### config.mk
export PLATFORM = sky130hd
export DESIGN_NAME = seg_scan_driver
export DESIGN_NICKNAME = d
export VERILOG_FILES = /design/src/rtl/seg_scan_driver.sv
export SDC_FILE = /design/constraint.sdc
export NUM_CORES = 1
export LEC_CHECK = 0
export BUFFER_PORTS_ARGS = -buffer_cell sky130_fd_sc_hd__clkbuf_2
export CAP_MARGIN = 10
export CORE_MARGIN = 5
export CORE_UTILIZATION = 25
export CTS_BUF_LIST = sky130_fd_sc_hd__clkbuf_8 sky130_fd_sc_hd__clkbuf_16
export CTS_CLUSTER_SIZE = 8
export DETAILED_ROUTE_END_ITERATION = 16
export SYNTH_ARGS = -nofsm -noshare
export SYNTH_HDL_FRONTEND = slang
export SYNTH_SLANG_ARGS = --single-unit
### constraint.sdc
create_clock -name clk -period 2.1 [get_ports clk]
set_clock_uncertainty 0.05 [all_clocks]
set_input_delay 0.525 -clock clk [delete_from_list [all_inputs] [get_ports clk]]
set_output_delay 0.525 -clock clk [all_outputs]
set_load 0.05 [all_outputs]
### src/rtl/seg_scan_driver.sv
// Four-digit multiplexed 7-segment scan driver: a 14-bit binary value is
// converted to BCD by a serial double-dabble and scanned with leading-zero blanking.
module seg_scan_driver #(
  parameter int REFRESH_DIV = 100000,
  parameter int LZ_BLANK    = 1
) (
  input  logic        clk,
  input  logic        rst_n,
  input  logic [13:0] bin_in,
  input  logic        load,
  output logic        busy,
  output logic [3:0]  digit,
  output logic [3:0]  anode
);

  localparam int PW = $clog2(REFRESH_DIV);
  localparam logic [PW-1:0] PRE_LAST = PW'(REFRESH_DIV - 1);
  localparam logic [3:0]    LAST_ITER = 4'd13;

  typedef enum logic [1:0] {IDLE, SHIFT, COMMIT} state_t;

  state_t          state, state_nxt;
  logic [3:0]      iter;
  logic [13:0]     bin_sr;
  logic [15:0]     bcd_sr;
  logic [15:0]     disp;
  logic [PW-1:0]   pre;
  logic [1:0]      slot;
  logic [3:0]      blank;
  logic [29:0]     step;

  function automatic logic [13:0] saturate(input logic [13:0] v);
    return (v > 14'd9999) ? 14'd9999 : v;
  endfunction

  // One double-dabble iteration: add 3 to every nibble >= 5, then shift left.
  function automatic logic [29:0] dabble_step(input logic [15:0] b, input logic [13:0] s);
    logic [15:0] adj;
    for (int n = 0; n < 4; n++) begin
      adj[n*4 +: 4] = (b[n*4 +: 4] >= 4'd5) ? b[n*4 +: 4] + 4'd3 : b[n*4 +: 4];
    end
    return {adj[14:0], s, 1'b0};
  endfunction

  assign step = dabble_step(bcd_sr, bin_sr);

  always_comb begin
    state_nxt = state;
    case (state)
      IDLE:    if (load) state_nxt = SHIFT;
      SHIFT:   if (iter == LAST_ITER) state_nxt = COMMIT;
      COMMIT:  state_nxt = IDLE;
      default: state_nxt = IDLE;
    endcase
  end

  always_ff @(posedge clk or negedge rst_n) begin
    if (!rst_n) begin
      state <= IDLE;
      iter  <= 4'd0;
      busy  <= 1'b0;
      disp  <= 16'h0000;
    end else begin
      state <= state_nxt;
      busy  <= (state == SHIFT);
      if (state == IDLE)  iter <= 4'd0;
      if (state == SHIFT) iter <= iter + 4'd1;
      if (state == COMMIT) disp <= bcd_sr;
    end
  end

  always_ff @(posedge clk) begin
    if (state == IDLE && load) begin
      bin_sr <= saturate(bin_in);
      bcd_sr <= 16'h0000;
    end else if (state == SHIFT) begin
      {bcd_sr, bin_sr} <= step;
    end
  end

  // Scan stage: prescaler and slot index
  always_ff @(posedge clk or negedge rst_n) begin
    if (!rst_n) begin
      pre  <= '0;
      slot <= 2'd0;
    end else if (pre == PRE_LAST) begin
      pre  <= '0;
      slot <= slot + 2'd1;
    end else begin
      pre  <= pre + 1'b1;
    end
  end

  always_comb begin
    blank = 4'b0000;
    if (LZ_BLANK != 0) begin
      blank[3] = (disp[15:12] == 4'd0);
      blank[2] = blank[3] && (disp[11:8] == 4'd0);
      blank[1] = blank[2] && (disp[7:4] == 4'd0);
    end
  end

  // Output stage: registered digit code and anode enables
  always_ff @(posedge clk or negedge rst_n) begin
    if (!rst_n) begin
      digit <= 4'h0;
      anode <= 4'b1111;
    end else begin
      digit <= disp[{slot, 2'b00} +: 4];
      anode <= blank[slot] ? 4'b1111 : ~(4'b0001 << slot);
    end
  end

endmodule
Word-level counts from Yosys, hierarchy flattened:

Cells that the tools add are included.

* logic and storage cells: 58
* register bits: 80
* output and inout bits: 9
* input port bits: 17

* muxes and demuxes: 16
* equal/unequal tests: 6
* $lt $le $gt $ge: 6
* add/sub/neg operators: 7
* bitwise gates (word level): 1
* reductions and logical operators: 10
* shifts and indexed selects: 2

Operators with widths (count)
* $mux W14: 3
* $mux W4: 6
* $add A17 B1 Y17 const B: 1
* $eq A17 B17 Y1 const B: 1
* $mux W17: 1
* $ge A4 B3 Y1 const B: 4
* $shiftx A16 B5 Y4: 1
* $gt A14 B14 Y1 const B: 1
* $add A4 B2 Y4 const B: 3
* $logic_not A4 Y1: 3
* $add A4 B1 Y4 const B: 1
* $eq A4 B4 Y1 const B: 1
* $mux W2: 2
* $ne A2 B2 Y1 const B: 2
* $not A4 Y4: 1
* $pmux W2 S2: 1
* $reduce_bool A2 Y1: 2
* $shl A1 B2 Y4 const A: 1
* $add A3 B2 Y3 const B: 1
* $logic_and A1 B1 Y1: 3
* $lt A2 B3 Y1 const B: 1
* $mux W3: 1
* $add A2 B1 Y2 const B: 1
* $bmux W1 S2: 1
* 5 further kinds: 5

Depth between registers and ports, before layout:

Gate-level depths: netlist (run 1).

* depth after elaboration: 6
* depth in mapped cells: 6
* gate-level depth less buffers: 6

Worst setup path after synthesis (run 1):

No wires, ideal clock.

* kind: register to register
* start point: register pre[0]
* end point: register slot[1]
* path slack: 402 ps
* path buffers: 0
* arrival: 1524 ps
* library setup time: 125 ps
* period minus slack after synthesis: 1698 ps
* cell stages (with the launch flop): 6
* cells stage by stage: dfrtp_1 -> ha_1 -> and4_1 -> nand4_1 -> nor4_1 -> mux2_2

* word-level cells in the longest chain between the ends: 1

Ends and longest elaborated chain
* from (decl): line 27 `logic [PW-1:0] pre;`
* from (signal assigned): line 90 `pre <= pre + 1'b1;`
* $eq A17 B17 Y1: line 86 `end else if (pre == PRE_LAST) begin`
* to (signal assigned): line 88 `slot <= slot + 2'd1;`
* to (decl): line 28 `logic [1:0] slot;`

Every way passes these cells.
A chain may end at the register's enable or synchronous reset.

Worst setup path in the final report (run 1):

Ends and elaborated chain as after synthesis.

==> impl_metrics.tcl, run 1 <==
set metrics [dict create \
    antenna_found_initial 0 \
    synthDistinctLibCells 42 \
    core_area_sq_um 14400 \
    synth_seq_cells 80 \
    total_power_w 0.00528 \
    fillerInstances 1487 \
    status "completed" \
    cts_tree "done" \
    worstSkewPairLatency_ns 0.34 \
    worstPathRequired_ns 2.27 \
    ir_worst_vdd_uv 493 \
    clock_path_buffers 2 \
    io_buffers 25 \
    synthTopCellsByCount "dfrtp_1 (46), nand2_1 (42), o21ai_0 (30)" \
    netlist.area_leader.share 0.315 \
    maxClockFrequency_mhz 550 \
    cts-root-buf "clkbuf_16" \
    placed_cell_area_sq_um 4030 \
    tightestPinTransition_ns 0.752 \
    synth_area_leader_cell "dfrtp_1" \
    synthTopCellsByArea "dfrtp_1 (32%), edfxtp_1 (12%), dfxtp_1 (8.8%), ha_1 (5.1%), nand2_1 (4.3%)" \
    drv_slew 0 \
    clkSinkCount 80 \
    maxCapViolations 0 \
    path_max_fanout 5 \
    wire_per_inst_um 12.4 \
    die-area_sq_um 17100 \
    grt_pass1_wl_um 12000 \
    drive_gt1_frac 0.201 \
    vias 2486 \
    routabilityCongestion 0.815 \
    route.detailed.drc 0 \
    hold_ws_ns 0.0888 \
    layout_min_cycle_time_ns 1.82 \
    tns_ns 0 \
    area_delta_synth_final_pct 18.4 \
    cts_max_level 3 \
    grtUsageTotal 0.0889 \
    grt_max_degree 34 \
    synth_most_common_cell "dfrtp_1" \
    ctsResizeCount 0 \
    syn_avg_cell_area_sq_um 10.8 \
    synthFlopType "dfrtp_1" \
    initial_core_util 0.253 \
    hp-class "input port to async pin" \
    syn-num-nets 370 \
    cts_buffers 9 \
    clk_pin_slew_ns 0.06 \
    grt_pass1_vias 2563 \
    dieHeight_um 131 \
    critPathKind "flip-flop to flip-flop" \
    dpl.cell_count 542 \
    routed_via_density 4.46 \
    seq_area_frac_synth 0.547 \
    synth_warnings 0 \
    num_rows 44 \
    final_cells 558 \
    powerDensity_nw_per_um2 1220 \
    cts_setup_buffers 0 \
    p_leak_nw 1.82 \
    start_kind "flip-flop" \
    wirelength_um 6910 \
    endpoint_kind "flip-flop" \
    drt_iter0_drc 165 \
    postCtsHoldBufs 0 \
    netlist_area_sq_um 3650 \
    dpl.hpwl_um 4970 \
    finalHoldViolations 0 \
    finalSetupViolations 0 \
    fin_crit_sh 0.866 \
    die_w_um 131 \
    netlist_instances 338 \
    arrival_ns 1.99 \
    diodes 0 \
    ios 26 \
    synth_edf_count 14 \
    grt.overflow.total 0 \
    stdcell_area_sq_um 4320 \
    slew_headroom 0.499 \
    drtAntennaViolNets 0 \
    nNetsFinal 401 \
    synthArstFlopShare 0.625 \
    rsz0062_at_grt "no" \
    drtPass1Iterations 4 \
]
stage by stage:
step            util  worst slack (ns)
5_1_grt        0.300             0.174
3_5_place_dp   0.279             0.289
2_1_floorplan      -             0.402
6_report       0.300             0.281
3_3_place_gp   0.279             0.289
4_1_cts        0.300             0.267
area by class of cell:
class | instances | area (sq um) | share of cell area
clock buffer | 9 | 225 | 0.0521
clock inverter | 7 | 71.3 | 0.0165
inverter | 15 | 56.3 | 0.0130
multi-input combinational | 230 | 1540 | 0.357
sequential | 80 | 2000 | 0.462
tap | 184 | 230 | 0.0533
timing repair buffer | 33 | 198 | 0.0457
flip-flops by register name (all words and copies together), names as in the netlist:
register and flops:
busy 1, iter 4, slot 2, disp 16
pre 17, state 2, anode 4, digit 4
bin_sr 14, bcd_sr 16
placed cells by master, fill, tap and decap left out, drive strengths merged, types with 14 or more instances in the layout:
cell type  instances
dfxtp             16
inv               15
nor2              16
clkbuf            34
o21ai             30
dfrtp             46
nand2             42
nand3             24
ha                15
edfxtp            14
xnor2             14
report_power, final:
part / total, W / internal [W] / switching [W]
Clock: 0.00156 / 0.000920 / 0.000641
Combinational: 0.00140 / 0.000612 / 0.000790
Sequential: 0.00231 / 0.00205 / 0.000261
Total: 0.00528 / 0.00359 / 0.00169
kinds of logic (layout without fill, tap and decap cells):
| kind of cell | after synthesis | in the layout | synth area share |
|---|---|---|---|
| mux | 17 | 17 | 0.0648 |
| xor+xnor | 22 | 22 | 0.0528 |
| flops | 80 | 80 | 0.547 |
| simple gates | 120 | 120 | 0.164 |
| fa+ha+maj | 15 | 15 | 0.0514 |
| buf+inv | 28 | 64 | 0.0298 |
| compound gates | 56 | 56 | 0.0898 |
worst max-delay path, cell delays in order (launching register included):
cell and delay (ns):
dfrtp_1 0.40, ha_1 0.24, and4_1 0.25, nand4_1 0.09, nor4_1 0.19, buf_4 0.17
mux2_2 0.32
layer usage:
metal	vias up	routed length, um	part of all wire	GRT usage
met1	1186	3330	0.48	0.116
li1	1254	-	-	-
met2	38	3210	0.46	0.137
met4	0	101	0.015	0.0363
met3	8	279	0.040	0.0293
met5	-	0	0	0
worst paths after layout:
kind / startpoint / to / slack [ns] / depth (start not counted)
min in group clk: bin_sr[13]$_DFFE_PP_ / bcd_sr[0]$_SDFFE_PP0P_ / 0.40 / 2
max reg2reg: pre[0]$_DFF_PN0_ / slot[1]$_DFFE_PN0N_ / 0.28 / 6
max: pre[0]$_DFF_PN0_ / slot[1]$_DFFE_PN0N_ / 0.28 / 6
max in group asynchronous: rst_n / anode[2]$_DFF_PN1_ / 1.31 / 2
min reg2reg: bin_sr[13]$_DFFE_PP_ / bcd_sr[0]$_SDFFE_PP0P_ / 0.40 / 2
min: rst_n / pre[6]$_DFF_PN0_ / 0.09 / 1
Power figures use the tool's default switching activity.
==> run 2: changes to the inputs <==
- PLACE_DENSITY_LB_ADDON: default -> 0.1
==> impl_metrics.tcl, run 2 (synthesis results as in run 1) <==
set metrics [dict create \
    num_rows 44 \
    cts_tree "done" \
    postCtsHoldBufs 0 \
    antenna_found_initial 0 \
    die_w_um 131 \
    area_delta_synth_final_pct 19.1 \
    nNetsFinal 401 \
    routed_via_density 4.47 \
    grtUsageTotal 0.0992 \
    rsz0062_at_grt "no" \
    cts_setup_buffers 0 \
    routabilityCongestion 0.746 \
    ios 26 \
    p_leak_nw 1.84 \
    start_kind "flip-flop" \
    grt_pass1_wl_um 13000 \
    drv_slew 0 \
    critPathKind "flip-flop to flip-flop" \
    drt_iter0_drc 84 \
    wirelength_um 7510 \
    placed_cell_area_sq_um 4030 \
    slew_headroom 0.530 \
    r2r_slack_ns 0.31 \
    grt.overflow.total 0 \
    diodes 0 \
    largest_register_ffs 17 \
    maxClockFrequency_mhz 557 \
    clkSinkCount 80 \
    maxCapViolations 0 \
    clock_path_buffers 2 \
    drtAntennaViolNets 0 \
    grt_pass1_vias 2544 \
    reg2reg_from "pre[0]$_DFF_PN0_" \
    io_buffers 25 \
    status "completed" \
    initial_core_util 0.253 \
    worstSkewPairLatency_ns 0.34 \
    powerDensity_nw_per_um2 1240 \
    arrival_ns 1.97 \
    r2r_cells 5 \
    ctsResizeCount 0 \
    mostFrequentLayoutCells "dfrtp_1 (46), nand2_1 (42), o21ai_0 (30)" \
    drive_gt1_frac 0.203 \
    cts_max_level 3 \
    vias 2494 \
    worstPathRequired_ns 2.27 \
    layout_commonest_cell "dfrtp_1" \
    core_area_sq_um 14400 \
    fin_crit_sh 0.854 \
    route.detailed.drc 0 \
    dieHeight_um 131 \
    drtPass1Iterations 4 \
    cts_buffers 9 \
    reg.largest.list "pre (17), bcd_sr (16), disp (16)" \
    total_power_w 0.00537 \
    tns_ns 0 \
    grt_max_degree 51 \
    finalSetupViolations 0 \
    stdcell_area_sq_um 4350 \
    wire_per_inst_um 13.5 \
    finalHoldViolations 0 \
    tightestPinTransition_ns 0.705 \
    clk_pin_slew_ns 0.06 \
    hp-class "input port to async pin" \
    path_max_fanout 5 \
    top_register "pre" \
    die-area_sq_um 17100 \
    dpl.hpwl_um 5240 \
    layout_min_cycle_time_ns 1.79 \
    cts-root-buf "clkbuf_16" \
    ir_worst_vdd_uv 380 \
    endpoint_kind "flip-flop" \
    reg2reg_to "slot[1]$_DFFE_PN0N_" \
]
-- run 2: how the worst max path moves through the flow --
stage / start / end
floorplan: pre[0]$_DFF_PN0_ / slot[1]$_DFFE_PN0N_
global placement: pre[0]$_DFF_PN0_ / slot[1]$_DFFE_PN0N_
detailed placement: pre[0]$_DFF_PN0_ / slot[1]$_DFFE_PN0N_
CTS: pre[0]$_DFF_PN0_ / slot[1]$_DFFE_PN0N_
global route: pre[0]$_DFF_PN0_ / slot[1]$_DFFE_PN0N_
finish: pre[0]$_DFF_PN0_ / slot[1]$_DFFE_PN0N_
-- run 2: power by group --
group          internal [W]  switching [W]  total [W]
Clock              0.000995       0.000651    0.00165
Combinational      0.000612       0.000793    0.00140
Sequential          0.00205       0.000270    0.00232
-- run 2: cell type report --
cell class	count	area [sq um]
inverter	15	56.3
tap	184	230
clock inverter	6	65.1
multi-input combinational	230	1550
timing repair buffer	33	198
fill	1515	10100
sequential	80	2000
clock buffer	10	250
-- run 2: worst max-delay path, cell delays in order, from the launching register on --
cell and delay, ns:
dfrtp_1 0.40, ha_1 0.25, and4_1 0.26, nand4_1 0.12
nor4_2 0.23, mux2_2 0.37
-- run 2: stage by stage --
| stage | utilization | worst slack, ns | instances | hold slack [ns] |
|---|---|---|---|---|
| 6_report | 0.301 | 0.306 | 558 | 0.126 |
| 5_1_grt | 0.301 | 0.185 | 558 | 0.151 |
| 4_1_cts | 0.301 | 0.289 | 558 | 0.124 |
| 3_5_place_dp | 0.279 | 0.303 | 542 | 0.379 |
| 3_3_place_gp | 0.279 | 0.342 | 542 | 0.375 |
| 2_1_floorplan | - | 0.402 | 338 | 0.179 |
-- run 2: metal layers --
layer / wire length (um) / track usage
met5: 0 / 0
met1: 3750 / 0.130
met2: 3320 / 0.152
met3: 350 / 0.0382
met4: 91 / 0.0309
